$ cat src/rtl/display_scan_ctrl.sv
// Multiplexed display scan controller.
// Steps through DIGITS digit slots of 2^DIV_W clocks each. Every slot opens with
// BLANK_CYCLES of anti-ghost blanking. New digit data is staged with `update`
// and becomes active only at a frame boundary, so a frame never mixes old and
// new data. Every output is registered and lags the internal scan by one cycle.
// Optional feature: define LEADING_ZERO_BLANK_EN to keep leading zero digits dark.
module display_scan_ctrl #(
    parameter int DIGITS       = 4,
    parameter int DIV_W        = 17,
    parameter int BLANK_CYCLES = 16
) (
    input  logic                  clk,
    input  logic                  rst,
    input  logic [4*DIGITS-1:0]   hexs,
    input  logic [DIGITS-1:0]     points,
    input  logic [DIGITS-1:0]     LEs,
    input  logic                  update,
    output logic [DIGITS-1:0]     AN,
    output logic [3:0]            HEX,
    output logic                  point,
    output logic                  LE,
    output logic                  frame_done
);

    localparam int unsigned IDX_W    = (DIGITS > 1) ? $clog2(DIGITS) : 1;
    localparam int unsigned HEX_W    = 4 * DIGITS;
    localparam logic [IDX_W-1:0] LAST_IDX  = IDX_W'(DIGITS - 1);
    localparam logic [DIV_W:0]   BLANK_LIM = (DIV_W + 1)'(BLANK_CYCLES);

    typedef enum logic {
        BLANK = 1'b0,
        SHOW  = 1'b1
    } state_t;

    localparam state_t RST_STATE = (BLANK_CYCLES == 0) ? SHOW : BLANK;

    // Scan position and frame data
    state_t              state, stateNext;
    logic [DIV_W-1:0]    slotCnt, slotNext;
    logic [IDX_W-1:0]    idx, idxNext;
    logic                wrapped, boundary;
    logic [HEX_W-1:0]    stagingHex, stagingHexNext, activeHex, activeHexNext;
    logic [DIGITS-1:0]   stagingPts, stagingPtsNext, activePts, activePtsNext;
    logic [DIGITS-1:0]   stagingLe, stagingLeNext, activeLe, activeLeNext;
    logic                pending, pendingNext;

    // Next values for the registered outputs
    logic [DIGITS-1:0]   anNext;
    logic [3:0]          hexNext;
    logic                pointNext, leNext;
    logic [DIGITS-1:0]   suppress;

    // Leading-zero suppression mask taken from the active frame data
`ifdef LEADING_ZERO_BLANK_EN
    always_comb begin
        logic zeroAbove;
        suppress  = '0;
        zeroAbove = 1'b1;
        for (int k = DIGITS - 1; k > 0; k--) begin
            zeroAbove   = zeroAbove && (activeHex[4*k +: 4] == 4'h0) && !activePts[k];
            suppress[k] = zeroAbove;
        end
    end
`else
    always_comb begin
        suppress = '0;
    end
`endif

    // Next state: slot/digit counters, BLANK/SHOW phase, staging and frame swap, outputs
    always_comb begin
        slotNext       = slotCnt + DIV_W'(1);
        idxNext        = idx;
        boundary       = 1'b0;
        stateNext      = state;
        stagingHexNext = stagingHex;
        stagingPtsNext = stagingPts;
        stagingLeNext  = stagingLe;
        activeHexNext  = activeHex;
        activePtsNext  = activePts;
        activeLeNext   = activeLe;
        pendingNext    = pending;
        anNext         = '1;
        hexNext        = activeHex[{idx, 2'b00} +: 4];
        pointNext      = activePts[idx];
        leNext         = activeLe[idx];

        if (slotCnt == '1) begin
            if (idx == LAST_IDX) begin
                idxNext  = '0;
                boundary = 1'b1;
            end else begin
                idxNext = idx + IDX_W'(1);
            end
        end

        stateNext = ({1'b0, slotNext} < BLANK_LIM) ? BLANK : SHOW;

        if (update) begin
            stagingHexNext = hexs;
            stagingPtsNext = points;
            stagingLeNext  = LEs;
            pendingNext    = 1'b1;
        end

        // Frame swap; an update landing on the boundary bypasses staging
        if (boundary) begin
            pendingNext = 1'b0;
            if (update) begin
                activeHexNext = hexs;
                activePtsNext = points;
                activeLeNext  = LEs;
            end else if (pending) begin
                activeHexNext = stagingHex;
                activePtsNext = stagingPts;
                activeLeNext  = stagingLe;
            end
        end

        if (state == SHOW && activeLe[idx] && !suppress[idx]) begin
            anNext[idx] = 1'b0;
        end
    end

    // State, data and output registers
    always_ff @(posedge clk) begin
        if (rst) begin
            state      <= RST_STATE;
            slotCnt    <= '0;
            idx        <= '0;
            wrapped    <= 1'b0;
            stagingHex <= '0;
            stagingPts <= '0;
            stagingLe  <= '0;
            activeHex  <= '0;
            activePts  <= '0;
            activeLe   <= '0;
            pending    <= 1'b0;
            AN         <= '1;
            HEX        <= 4'h0;
            point      <= 1'b0;
            LE         <= 1'b0;
            frame_done <= 1'b0;
        end else begin
            state      <= stateNext;
            slotCnt    <= slotNext;
            idx        <= idxNext;
            wrapped    <= boundary;
            stagingHex <= stagingHexNext;
            stagingPts <= stagingPtsNext;
            stagingLe  <= stagingLeNext;
            activeHex  <= activeHexNext;
            activePts  <= activePtsNext;
            activeLe   <= activeLeNext;
            pending    <= pendingNext;
            AN         <= anNext;
            HEX        <= hexNext;
            point      <= pointNext;
            LE         <= leNext;
            frame_done <= wrapped;
        end
    end

endmodule

$ cat config.mk
export PLATFORM = sky130hd
export DESIGN_NAME = display_scan_ctrl
export DESIGN_NICKNAME = d
export VERILOG_FILES = /design/src/rtl/display_scan_ctrl.sv
export SDC_FILE = /design/constraint.sdc
export NUM_CORES = 1
export LEC_CHECK = 0
export ABC_CLOCK_PERIOD_IN_PS = 3000
export CAP_MARGIN = 20
export CORE_ASPECT_RATIO = 0.6
export CORE_MARGIN = 4
export CORE_UTILIZATION = 55
export CTS_CLUSTER_SIZE = 20
export DETAILED_ROUTE_END_ITERATION = 10
export PLACE_DENSITY = 0.89
export RECOVER_POWER = 50
export SYNTH_ARGS = -nofsm -noshare
export SYNTH_HDL_FRONTEND = slang
export SYNTH_SLANG_ARGS = --single-unit
$ cat constraint.sdc
create_clock -name clk -period 3 [get_ports clk]
set_input_delay 0.75 -clock clk [delete_from_list [all_inputs] [get_ports clk]]
set_output_delay 0.75 -clock clk [all_outputs]
set_load 0.01 [all_outputs]
==> run summary <==
Clock slew at reported path FFs - 0.08 ns
Max-cap violations - 0
# resized after CTS - 0
Total power divided by cell area - 537 mW/mm2
Most frequent CP cell - ha_1
# clock sinks - 81
Overall die height - 67.0 um
CTS Buf Count - 9
Share of cells above drive strength 1 - 0.101
Setup TNS - 0 ns
Status - completed
IO buf count - 37
Top-Level Pins - 38
Post-synthesis sequential area ratio - 0.508
Maximum vdd drop - 0.000368 V
ANT cells - 0
Total iterations of the first detailed-routing run - 4
Fin crit share - 0.898
Total number of vias - 2,385
CP startpoint kind - flop
Async SR Flop Fraction - 0
Critical path launch point - slotCnt[0]
Gr usage total - 0.204
Final setup margin - 0.306 ns
Post-DP HPWL - 4.44 mm
Crit path max-delay family - simple AND/OR/NAND/NOR gates
Syn Inst Count - 318
Max Freq - 0.371 GHz
GRT overflow - 0
Critical Path End - activeHex[13]
CTS tree - built
RR Startpoint - slotCnt[0]
RSZ-0062 raised after global routing - false
ANT nets after route - 0
Rows - 21
Clk_lat worst skew - 0.35 ns
Initial core utilization - 0.570
Synth top cells by count - dfxtp_1 (81), nor2_1 (69), mux2i_1 (26), a211oi_1 (24), nand2_1 (10)
Crit-path cells - ha_1, and4_1, nand3_1, nor3_1, ha_1, nand2_1, nor2_4, buf_12, nor2_1, a211oi_1
HP Class - flop to flop
Relative slew margins - 0.0224
Fin Clk Skew - 0.00769 ns
Synth cell types - 41
Post-synthesis register bit count - 81
Minimum clock period - 2.69 ns
Placement Cell Area - 0.00361 mm2
Die ar. - 0.00712 mm2
Slowest CP cell - dfxtp_1
Final Setup Violations - 0
Critical Path AT - 2.91 ns
H-tree levels - 3
Leakage Power - 0.00141 uW
WL final - 6.71 mm
Vias in the first global route - 2,327
Gpl congestion - 0.914
Clock power share - 0.405
Largest net degree at the start of global routing - 49
Total chip power - 2040 uW
Switching share of power - 0.224
Hold_buf cts - 0
Synth warnings - 0
DR vias/cell - 5.48
Required time of the critical path - 3.22 ns
Delay of the slowest cell on the worst path - 0.40 ns
FILL cells - 408
Clock Tree Buf Depth - 2
Top post-synthesis cells by area - dfxtp_1 (51%), mux2i_1 (8.2%), nor2_1 (8.1%)
Die width - 106 um
Critical Path Stages - 10
Main synth FF type - dfxtp_1
Pre-CTS WS - 0.539 ns
Syn Nets - 351
Synth area leader - dfxtp_1
Worst path buffer plus inverter count - 1
CTS Root Cell - clkbuf_8
Design Area, Final - 0.00381 mm2
Initial antenna violation count - 0
NetSw - 457 uW
Reg2Reg Setup Slack - 0.31 ns
Post-CTS setup buffers - 0
Post-synth top area share - 0.508
Cells on worst reg2reg path - 10
Drt drc - 0
Worst reg2reg path endpoint - activeHex[13]
Worst Setup End Kind - flop
Setup CP Type - flop to flop
Syn Area/Cell - 10.0 um2
Worst Path Max Fanout - 48
DR iter-0 viols - 132
Layout net count - 383
Post-synthesis cell area - 0.00319 mm2
Slew @ Worst Pin - 1.47 ns
Reg power frac - 0.542
EDFF count, synth - 0
Max-slew violation count - 0
Area Overhead vs Synth - 19.3%
Core ar. - 0.00560 mm2
Int Power - 1590 uW
First-pass GRT wire length - 11.2 mm
Count leader, synth - dfxtp_1
Combinational Power Share - 0.053
Final hold vios - 0
WL/cell - 15.4 um
[cells in the final DEF, fill, tap and decap left out, drive strengths merged, types with 2 or more instances in the layout]
cell type	count
dfxtp	81
nor2	71
clkdlybuf4s50	35
mux2i	26
a211oi	24
clkbuf	14
nand2	10
nor2b	8
xor2	8
nand3	8
inv	7
nor3	7
mux4	6
ha	6
o21ai	5
nand4	5
a21oi	4
xnor2	4
or3	3
and2	3
and3	3
clkinvlp	2
buf	2
[state kept, by name (all words and copies together) (netlist names), 2 cells and up]
name / count
stagingLe: 4
slotCnt: 17
activePts: 4
idx: 2
stagingHex: 16
HEX: 4
stagingPts: 4
AN: 4
activeHex: 16
activeLe: 4
[cell families (layout without fill, tap and decap cells)]
logic type | after synthesis | in the layout | synth area share
AOI/OAI and AO/OA | 40 | 40 | 0.0891
xor gates and xnor gates | 12 | 12 | 0.0330
adders and majority gates | 6 | 6 | 0.0235
buffers and inverters | 26 | 63 | 0.0396
DFF | 81 | 81 | 0.508
muxes | 32 | 32 | 0.124
and+or+nand+nor | 121 | 121 | 0.182
[power groups by stage]
stage	Clock (uW)	Sequential, uW	Combinational, uW
2_1_floorplan	0	1130	59.8
3_3_place_gp	0	1130	107
3_5_place_dp	0	1130	109
4_1_cts	842	1110	110
5_1_grt	896	1110	118
6_report	828	1110	108
[final cells by class]
class	count	area (um2)	area share
inverters	6	22.5	0.00592
flip-flops and latches	81	1620	0.426
clock buffers	11	151	0.0398
clock inverters	5	62.6	0.0164
well taps	80	100	0.0263
repair buffers	41	402	0.106
multi-input cells	211	1450	0.380
[worst register-to-register path, delay by kind of cell (launching register included)]
family / cells / cell delay, ns
compound gates: 1 / 0.35
flops: 1 / 0.40
buf+inv: 1 / 0.23
fa+ha+maj: 2 / 0.59
simple gates: 6 / 0.99
[worst min-delay path by stage]
stage	from	end	cells past startpoint
6_report	wrapped	frame_done	1
5_1_grt	wrapped	frame_done	1
4_1_cts	wrapped	frame_done	1
3_5_place_dp	wrapped	frame_done	1
3_3_place_gp	wrapped	frame_done	1
2_1_floorplan	wrapped	frame_done	1
[through the flow]
step                      instances  utilization  hold WS [ns]
after global routing            435        0.680         0.463
after floorplan                 318            -         0.414
after detailed placement        419        0.646         0.423
after CTS                       435        0.684         0.441
final                           435        0.680         0.436
after global placement          419        0.646         0.425
[metal layers]
metal / track usage / share of wire / vias up / routed length [um]
li1: - / - / 1164 / -
met1: 0.263 / 0.44 / 1125 / 2970
met2: 0.314 / 0.46 / 81 / 3100
met3: 0.0765 / 0.072 / 15 / 480
met4: 0.0775 / 0.024 / 0 / 159
met5: 0 / 0 / - / 0
Note: power is estimated with default switching activity, not from simulation.
